$ cat config.mk
export PLATFORM = sky130hd
export DESIGN_NAME = guess_entry
export DESIGN_NICKNAME = d
export VERILOG_FILES = /design/src/rtl/guess_entry.sv
export SDC_FILE = /design/constraint.sdc
export NUM_CORES = 1
export LEC_CHECK = 0
export BUFFER_PORTS_ARGS = -buffer_cell sky130_fd_sc_hd__clkbuf_2
export CAP_MARGIN = 15
export CORE_MARGIN = 2
export CORE_UTILIZATION = 29
export DETAILED_ROUTE_END_ITERATION = 6
export SYNTH_ARGS = -nofsm -noshare
export SYNTH_HDL_FRONTEND = slang
export SYNTH_SLANG_ARGS = --single-unit
$ cat constraint.sdc
create_clock -name clka -period 3 [get_ports clka]
set_clock_uncertainty 0.2 [all_clocks]
set_input_delay 0.75 -clock clka [delete_from_list [all_inputs] [get_ports clka]]
set_output_delay 0.75 -clock clka [all_outputs]
set_load 0.005 [all_outputs]
$ cat src/rtl/guess_entry.sv
// Keypad front-end for the 1A2B datapath: assembles a 4-digit guess, flags duplicate digits,
// and counts submissions against an attempt limit. All state updates on the falling clock edge.
module guess_entry #(
  parameter int unsigned MAX_ATTEMPTS = 10,
  parameter int unsigned ATT_W        = 4
) (
  input  logic             clka,
  input  logic             reset,
  input  logic             new_game,
  input  logic             enable,
  input  logic             key_valid,
  input  logic [3:0]       key_code,
  output logic [3:0]       ans0,
  output logic [3:0]       ans1,
  output logic [3:0]       ans2,
  output logic [3:0]       ans3,
  output logic [2:0]       digit_count,
  output logic             dup_error,
  output logic             submit,
  output logic             key_reject,
  output logic [ATT_W-1:0] attempts,
  output logic             locked
);

  typedef enum logic [1:0] {StIdle, StEntry, StDone, StLock} state_e;

  localparam logic [3:0]       Empty  = 4'hF;
  localparam logic [3:0]       KeyBs  = 4'd10;
  localparam logic [3:0]       KeyClr = 4'd11;
  localparam logic [3:0]       KeyEnt = 4'd12;
  localparam logic [ATT_W-1:0] AttOne = 1;
  localparam logic [ATT_W-1:0] MaxAtt = ATT_W'(MAX_ATTEMPTS);

  state_e           state_q, state_d;
  logic [3:0]       slot_q [4];
  logic [3:0]       slot_d [4];
  logic [2:0]       count_q, count_d;
  logic             dup_q, dup_d;
  logic             submit_q, submit_d;
  logic             reject_q, reject_d;
  logic [ATT_W-1:0] att_q, att_d;
  logic [ATT_W-1:0] att_inc;
  logic             locked_q, locked_d;
  logic             is_digit;
  logic [1:0]       last_idx;

  assign is_digit = (key_code <= 4'd9);
  // Wraps correctly for count 1..4 -> index 0..3.
  assign last_idx = count_q[1:0] - 2'd1;
  assign att_inc  = att_q + AttOne;

  always_comb begin
    state_d  = state_q;
    slot_d   = slot_q;
    count_d  = count_q;
    att_d    = att_q;
    locked_d = locked_q;
    submit_d = 1'b0;
    reject_d = 1'b0;

    if (new_game) begin
      slot_d   = '{default: Empty};
      count_d  = 3'd0;
      att_d    = '0;
      locked_d = 1'b0;
      state_d  = enable ? StEntry : StIdle;
    end else if (!enable) begin
      reject_d = key_valid;
      // Lock survives enable dropping; only new_game or reset release it.
      if (state_q != StLock) state_d = StIdle;
    end else begin
      unique case (state_q)
        StIdle: begin
          state_d  = StEntry;
          reject_d = key_valid;
        end
        StLock: reject_d = key_valid;
        StEntry: begin
          if (key_valid) begin
            if (is_digit) begin
              if (count_q < 3'd4) begin
                slot_d[count_q[1:0]] = key_code;
                count_d              = count_q + 3'd1;
              end else begin
                reject_d = 1'b1;
              end
            end else if (key_code == KeyBs) begin
              if (count_q != 3'd0) begin
                slot_d[last_idx] = Empty;
                count_d          = count_q - 3'd1;
              end else begin
                reject_d = 1'b1;
              end
            end else if (key_code == KeyClr) begin
              slot_d  = '{default: Empty};
              count_d = 3'd0;
            end else if (key_code == KeyEnt) begin
              if (count_q == 3'd4 && !dup_q) begin
                submit_d = 1'b1;
                att_d    = att_inc;
                if (att_inc == MaxAtt) begin
                  state_d  = StLock;
                  locked_d = 1'b1;
                end else begin
                  state_d = StDone;
                end
              end else begin
                reject_d = 1'b1;
              end
            end else begin
              reject_d = 1'b1;
            end
          end
        end
        StDone: begin
          if (key_valid) begin
            if (is_digit) begin
              slot_d    = '{default: Empty};
              slot_d[0] = key_code;
              count_d   = 3'd1;
              state_d   = StEntry;
            end else if (key_code == KeyClr) begin
              slot_d  = '{default: Empty};
              count_d = 3'd0;
              state_d = StEntry;
            end else begin
              reject_d = 1'b1;
            end
          end
        end
      endcase
    end

    dup_d = 1'b0;
    for (int i = 0; i < 4; i++) begin
      for (int j = i + 1; j < 4; j++) begin
        if (3'(j) < count_d && slot_d[i] != Empty && slot_d[i] == slot_d[j]) dup_d = 1'b1;
      end
    end
  end

  always_ff @(negedge clka) begin
    if (reset) begin
      state_q  <= StIdle;
      slot_q   <= '{default: Empty};
      count_q  <= 3'd0;
      dup_q    <= 1'b0;
      submit_q <= 1'b0;
      reject_q <= 1'b0;
      att_q    <= '0;
      locked_q <= 1'b0;
    end else begin
      state_q  <= state_d;
      slot_q   <= slot_d;
      count_q  <= count_d;
      dup_q    <= dup_d;
      submit_q <= submit_d;
      reject_q <= reject_d;
      att_q    <= att_d;
      locked_q <= locked_d;
    end
  end

  assign ans0        = slot_q[0];
  assign ans1        = slot_q[1];
  assign ans2        = slot_q[2];
  assign ans3        = slot_q[3];
  assign digit_count = count_q;
  assign dup_error   = dup_q;
  assign submit      = submit_q;
  assign key_reject  = reject_q;
  assign attempts    = att_q;
  assign locked      = locked_q;

endmodule

==> summary.txt, run 1 <==
Setup path
  • Buffer and inverter count on the worst path: 2
  • CP startpoint kind: input port
  • R2R Setup Slk: -0.12 ns
  • Worst r2r dst: dup_error
  • Worst r2r src: digit_count[0]
  • Max incr delay on CP: 0.52 ns
  • CP Max Fanout: 6
  • Crit path cell chain: clkbuf_16 -> and4bb_2 -> a211oi_4 -> buf_4 -> o21ai_4 -> o211ai_1 -> a311oi_2 -> a21oi_1 -> or4_1 -> a22o_1 -> a41oi_2
  • Critical Path Sink Type: flop
  • Worst path required time: 1.58 ns
  • Reg2reg path depth: 12
  • Slowest-stage cell, CP: or4_1
  • Crit Path Class: input port to flop
  • Crit path DAT: 3.02 ns
  • Crit path max-delay family: compound AO/OA/AOI/OAI gates

STA
  • Hold Fails Final Rpt: 0
  • Final setup fails: 56
  • Slew HR: 0.6685
  • Worst-Margin Slew: 0.4935 ns
  • RSZ-0062 raised after global routing: yes
  • Min setup slack post-route: -1.442 ns
  • Max-slew violations: 0

Yosys
  • Sequential area share after synthesis: 0.2094
  • Area leader, netlist: dfxtp_1
  • Synthesized cell area: 2773 µm²
  • Largest cells by area after synthesis: dfxtp_1 21%, ha_1 6.3%, nor2_1 4.6%, o21ai_0 4.3%, nand2_1 4.2%
  • Distinct cells, synth: 73
  • Post-synthesis net count: a little under 400
  • Syn_area_per_cell: 7.596 µm²
  • Async S/R FF share, synth: 0
  • Commonest cells in the netlist: 34 x nor2_1, 31 x nand2_1, 29 x dfxtp_1
  • Syn Inst Count: 365
  • Yosys top cell area share: 0.2094
  • Number of synthesized flops with an enable pin: 0
  • Number of synthesized register bits: 29
  • Yosys warns: 0
  • Cell with the most instances after synthesis: nor2_1
  • Top_reg_cell synth: dfxtp_1

Floorplan
  • IO Count: 36
  • DIE AREA: between 10000 and 15000 µm²
  • Row cnt: 35
  • Initial Util: 0.3001
  • Core outline area: 9240 µm²
  • Chip height: 101.8 µm
  • Die W: 101.8 µm

Power
  • Power, Total: 0.001575 W
  • Leak: 2.310 nW
  • PwrDens: roughly 300 nW/µm²
  • Max VDD drop: 0.2010 mV

Clock tree
  • CTS tree: done
  • Clk root buf: clkbuf_8
  • Clk buf depth: 2
  • H-tree depth: 2
  • CTS sink cnt: 29
  • Clock transition at path regs: 0.04 ns
  • Cts bufs inserted: 5
  • Clk Latency, worst-skew pair: around 0.36 ns

Min path
  • Hold EP: locked
  • Worst Hold Path Cells: 2
  • Hold_sp: locked
  • Worst hold path class: flop to flop

Place
  • PortBufs: 35
  • Setup WS pre-CTS: -1.823 ns
  • Dpl hpwl: 8.475 mm
  • Placer congestion estimate: 1.030
  • Placed Cells: approximately 620

Route
  • Final WL: 12.35 mm
  • Vias: 3835
  • DR pass1 iterations: 5
  • Drt via density: 5.479
  • Number of remaining DRC errors: 0
  • Mean routed wirelength per cell: roughly 18 µm
  • Initial drt markers: 289
  • ANT nets after route: 0

Finish
  • Fraction of layout cells with a size suffix above 1: 0.5552
  • Util after Layout: 0.5708
  • P&R area growth vs syn: 90.21%
  • Fin cells: 700
  • Layout Nets: 593
  • Ant. Diodes: 0

Outcome
  • Status: complete, but fails checks
  • Violations in the final reports: setup timing

GRT
  • Gr usage total: 0.2343
  • Initial antenna violation count: 0
  • GRT overflow: 0
  • Largest net degree at the start of global routing: 19
  • First-pass GRT wire length: approximately 19 mm
  • Vias in the first global route: 3814

Flow run
  • Max-cap violation count: 0
==> state kept, by name (all words and copies together), names as in the netlist, 2 cells and up <==
signal / flops
ans2: 4
ans1: 4
ans0: 4
state_q: 2
digit_count: 3
ans3: 4
attempts: 4
==> how the worst max path moves through the flow <==
| stage | slack (ns) | cells after the start | start | end |
|---|---|---|---|---|
| after floorplan | -1.61 | 10 | key_code[1] | dup_error |
| after global placement | -1.80 | 11 | key_code[3] | dup_error |
| after detailed placement | -1.82 | 10 | key_code[0] | dup_error |
| after CTS | -1.38 | 10 | key_code[1] | dup_error |
| after global routing | -1.51 | 11 | key_code[0] | dup_error |
| final | -1.44 | 11 | key_code[0] | dup_error |
==> layer usage <==
layer,up-vias,global-route usage,share of wire
met5,-,0,0
met4,0,0.1299,0.047
met3,59,0.04072,0.065
met2,202,0.3765,0.48
met1,1811,0.2963,0.41
li1,1763,-,-
==> final cells by class <==
cell class	instances	area, µm²
clock inverter	32	177.7
multi-input combinational	299	2511
tap	129	161.4
inverter	14	57.56
sequential	29	611.8
clock buffer	5	68.82
timing repair buffer	192	1685
fill	758	3966
==> metrics by stage <==
stage	cell area, µm²	setup TNS (ns)	hold slack, ns
after floorplan	2995	-21.12	0.2604
after global placement	4016	-30.57	0.2573
after detailed placement	4016	-30.82	0.2614
after CTS	4912	-27.68	0.2555
after global routing	5274	-30.17	0.3165
final	5274	-28.21	0.2631
==> power by group <==
group          internal (W)  switching [W]
Sequential         0.000396     0.00000406
Combinational      0.000251       0.000247
Clock              0.000384       0.000291
Total               0.00103       0.000543
==> cells by family after synthesis <==
logic type,after synthesis,synth area share
multiplexers,1,0.004061
AO/OA/AOI/OAI,118,0.3118
flip-flops,29,0.2094
buffers and inverters,37,0.05911
AND/OR/NAND/NOR,143,0.2798
adder cells (fa/ha/maj),14,0.06318
XOR/XNOR,23,0.07265
==> tightest hold or removal path, stage by stage (launching register included) <==
cell and delay (ns):
dfxtp_2 0.32, a21oi_1 0.04, nor2_1 0.07
==> timing repair <==
action / 4_1_cts / 5_1_grt
hold buffers: 0 / 0
cloned: 1 / 0
pin swaps: 41 / 34
setup buffers: 33 / 13
setup endpoints to repair: 56 / 56
gates resized for setup: 108 / 64
==> placed cells by master, fill, tap and decap left out, drive strengths merged, types with 7 or more instances in the layout <==
cell,count
clkbuf,31
o21ai,26
a31oi,10
nor4,7
xnor2,10
a21oi,20
ha,14
inv,42
nor2,34
xor2,13
o211ai,9
nand2,31
buf,165
nor3,13
nand3,11
nor2b,8
dfxtp,29
Note: power is estimated with default switching activity, not from simulation.
==> run 2, diff against run 1 <==
- CELL_PAD_IN_SITES_DETAIL_PLACEMENT: not set -> 1
- CELL_PAD_IN_SITES_GLOBAL_PLACEMENT: not set -> 2
- PLACE_DENSITY_LB_ADDON: not set -> 0.1
- SKIP_CTS_REPAIR_TIMING: not set -> 1
==> run 2 against run 1 <==
Compared with the run above:
- the flow still finishes with violations (setup timing)
- power down 9.8%
- sequential power about the same
- register-to-register slack worse by 0.13 ns
- combinational power about the same
- worst setup slack worse by 0.078 ns
- first-iteration DRC count down 61%
- largest cell class unchanged
- highest routed layer unchanged
==> summary.txt, run 2 (synthesis gave the netlist of run 1 again) <==
Clock tree
  • Clk root buf: clkbuf_8 (unchanged)
  • Clk buf depth: 2 (unchanged)
  • Clk Latency, worst-skew pair: 0.36 ns (about the same)
  • CTS sink cnt: 29 (unchanged)
  • Clock transition at path regs: 0.05 ns (was 0.04 ns)
  • CTS tree: done (unchanged)
  • Cts bufs inserted: 5 (unchanged)
  • H-tree depth: 2 (unchanged)

Setup path
  • Critical Path Sink Type: flop (unchanged)
  • CP startpoint kind: input port (unchanged)
  • Reg2reg path depth: 13 (was 12)
  • CP Max Fanout: 5 (was 6)
  • Slowest-stage cell, CP: o32a_1 (was or4_1)
  • Crit path DAT: 3.09 ns (was 3.02 ns)
  • Crit path cell chain: buf_12 -> nand4b_4 -> buf_4 -> o32ai_2 -> buf_4 -> a21oi_1 -> o32a_1 -> xor2_1 -> nand2_1 -> or4_1 -> a22o_1 -> a41oi_2 (was clkbuf_16 -> and4bb_2 -> a211oi_4 -> buf_4 -> o21ai_4 -> o211ai_1 -> a311oi_2 -> a21oi_1 -> or4_1 -> a22o_1 -> a41oi_2)
  • Crit path from: key_code[2] (was key_code[0])
  • Max incr delay on CP: 0.41 ns (was 0.52 ns)
  • Most used cell, CP: buf_4
  • Crit Path Class: input port to flop (unchanged)
  • Worst r2r src: digit_count[0] (unchanged)
  • Worst path required time: 1.57 ns (was 1.58 ns)

Outcome
  • Violations in the final reports: setup timing (unchanged)
  • Status: complete, but fails checks (unchanged)

Floorplan
  • Die W: 101.8 µm (unchanged)
  • IO Count: 36 (unchanged)
  • DIE AREA: 10360 µm² (unchanged)
  • Initial Util: 0.3001 (unchanged)
  • Core outline area: 9240 µm² (unchanged)
  • Chip height: 101.8 µm (unchanged)
  • Row cnt: 35 (unchanged)

Route
  • Final WL: 14.29 mm (was 12.35 mm)
  • Vias: 3778 (was 3835)
  • Number of remaining DRC errors: 0 (unchanged)
  • DR pass1 iterations: 4 (was 5)
  • Initial drt markers: 113 (was 289)
  • Mean routed wirelength per cell: 20.18 µm (was 17.64 µm)
  • Drt via density: 5.336 (was 5.479)
  • ANT nets after route: 0 (unchanged)

GRT
  • GRT overflow: 0 (unchanged)
  • Largest net degree at the start of global routing: 19 (unchanged)
  • First-pass GRT wire length: 20.06 mm (was 19.11 mm)
  • Initial antenna violation count: 0 (unchanged)
  • Vias in the first global route: 3839 (was 3814)
  • Gr usage total: 0.2505 (was 0.2343)

Finish
  • Util after Layout: 0.5657 (was 0.5708)
  • Fillers: 1109 (was 758)
  • Layout Nets: 601 (was 593)
  • Ant. Diodes: 0 (unchanged)
  • P&R area growth vs syn: 88.54% (was 90.21%)
  • Most frequent cells in the layout: 135 x buf_4, 42 x inv_1, 29 x nor2_1, 29 x buf_6, 24 x dfxtp_2 (was 122 x buf_4, 41 x inv_1, 37 x buf_6, 29 x nor2_1, 25 x dfxtp_2)
  • Fraction of layout cells with a size suffix above 1: 0.5665 (was 0.5552)
  • Commonest non-fill, non-tap cell in the layout: buf_4 (unchanged)

Place
  • PortBufs: 35 (unchanged)
  • Setup WS pre-CTS: -1.888 ns (was -1.823 ns)
  • Placer congestion estimate: 0.9754 (was 1.030)
  • Dpl hpwl: 10.24 mm (was 8.475 mm)

Power
  • Max VDD drop: 0.3036 mV (was 0.2010 mV)
  • Leak: 2.301 nW (was 2.310 nW)
  • PwrDens: 271.8 nW/µm² (was 298.6 nW/µm²)
  • Power, Total: 0.001421 W (was 0.001575 W)

STA
  • Min setup slack post-route: -1.520 ns (was -1.442 ns)
  • Slew HR: 0.6779 (was 0.6685)
  • RSZ-0062 raised after global routing: yes (unchanged)
  • Final setup fails: 56 (unchanged)
  • Hold Fails Final Rpt: 0 (unchanged)
  • Worst-Margin Slew: 0.4814 ns (was 0.4935 ns)
  • Max-slew violations: 0 (unchanged)
  • Fin Setup TNS: -27.47 ns (was -28.21 ns)

Min path
  • Worst hold path class: flop to flop (unchanged)
  • Hold_sp: locked (unchanged)
  • Worst Hold Path Cells: 2 (unchanged)

Flow run
  • Max-cap violation count: 0 (unchanged)
[run 2: worst paths after layout]
kind,slack [ns],endpoint
min reg2reg,0.31,locked
min,0.31,locked
max reg2reg,-0.25,dup_error
max,-1.52,dup_error
[run 2: per-layer routing]
| layer | routed length, µm | global-route usage |
|---|---|---|
| met5 | 0 | 0 |
| met4 | 401 | 0.09875 |
| met3 | 841 | 0.04693 |
| met2 | 7135 | 0.4135 |
| met1 | 5906 | 0.3218 |
[run 2: critical path: cells and delay by family]
| family | cells | cell delay, ns |
|---|---|---|
| buf+inv | 3 | 0.45 |
| compound gates | 5 | 1.08 |
| simple gates | 3 | 0.67 |
| xor+xnor | 1 | 0.15 |
[run 2: through the flow]
step                      std cells  area [µm²]  hold WS, ns
final                           708        5228       0.3089
after global placement          634        4131       0.2592
after global routing            708        5228       0.3722
after CTS                       670        4329       0.2703
after floorplan                 365        2995       0.2604
after detailed placement        634        4131       0.2545
[run 2: cell type report]
cell class,instances,area (µm²),share of cell area
clock buffer,5,68.82,0.01316
clock inverter,32,132.6,0.02537
inverter,14,55.05,0.01053
multi-input combinational,299,2500,0.4782
sequential,29,614.3,0.1175
tap,129,161.4,0.03088
timing repair buffer,200,1695,0.3243
[run 2: where the power goes]
group	total [W]	leakage (nW)	internal, W	switching (W)
Sequential	0.000400	0.232	0.000395	0.00000479
Clock	0.000525	0.204	0.000219	0.000305
Combinational	0.000496	1.86	0.000241	0.000255
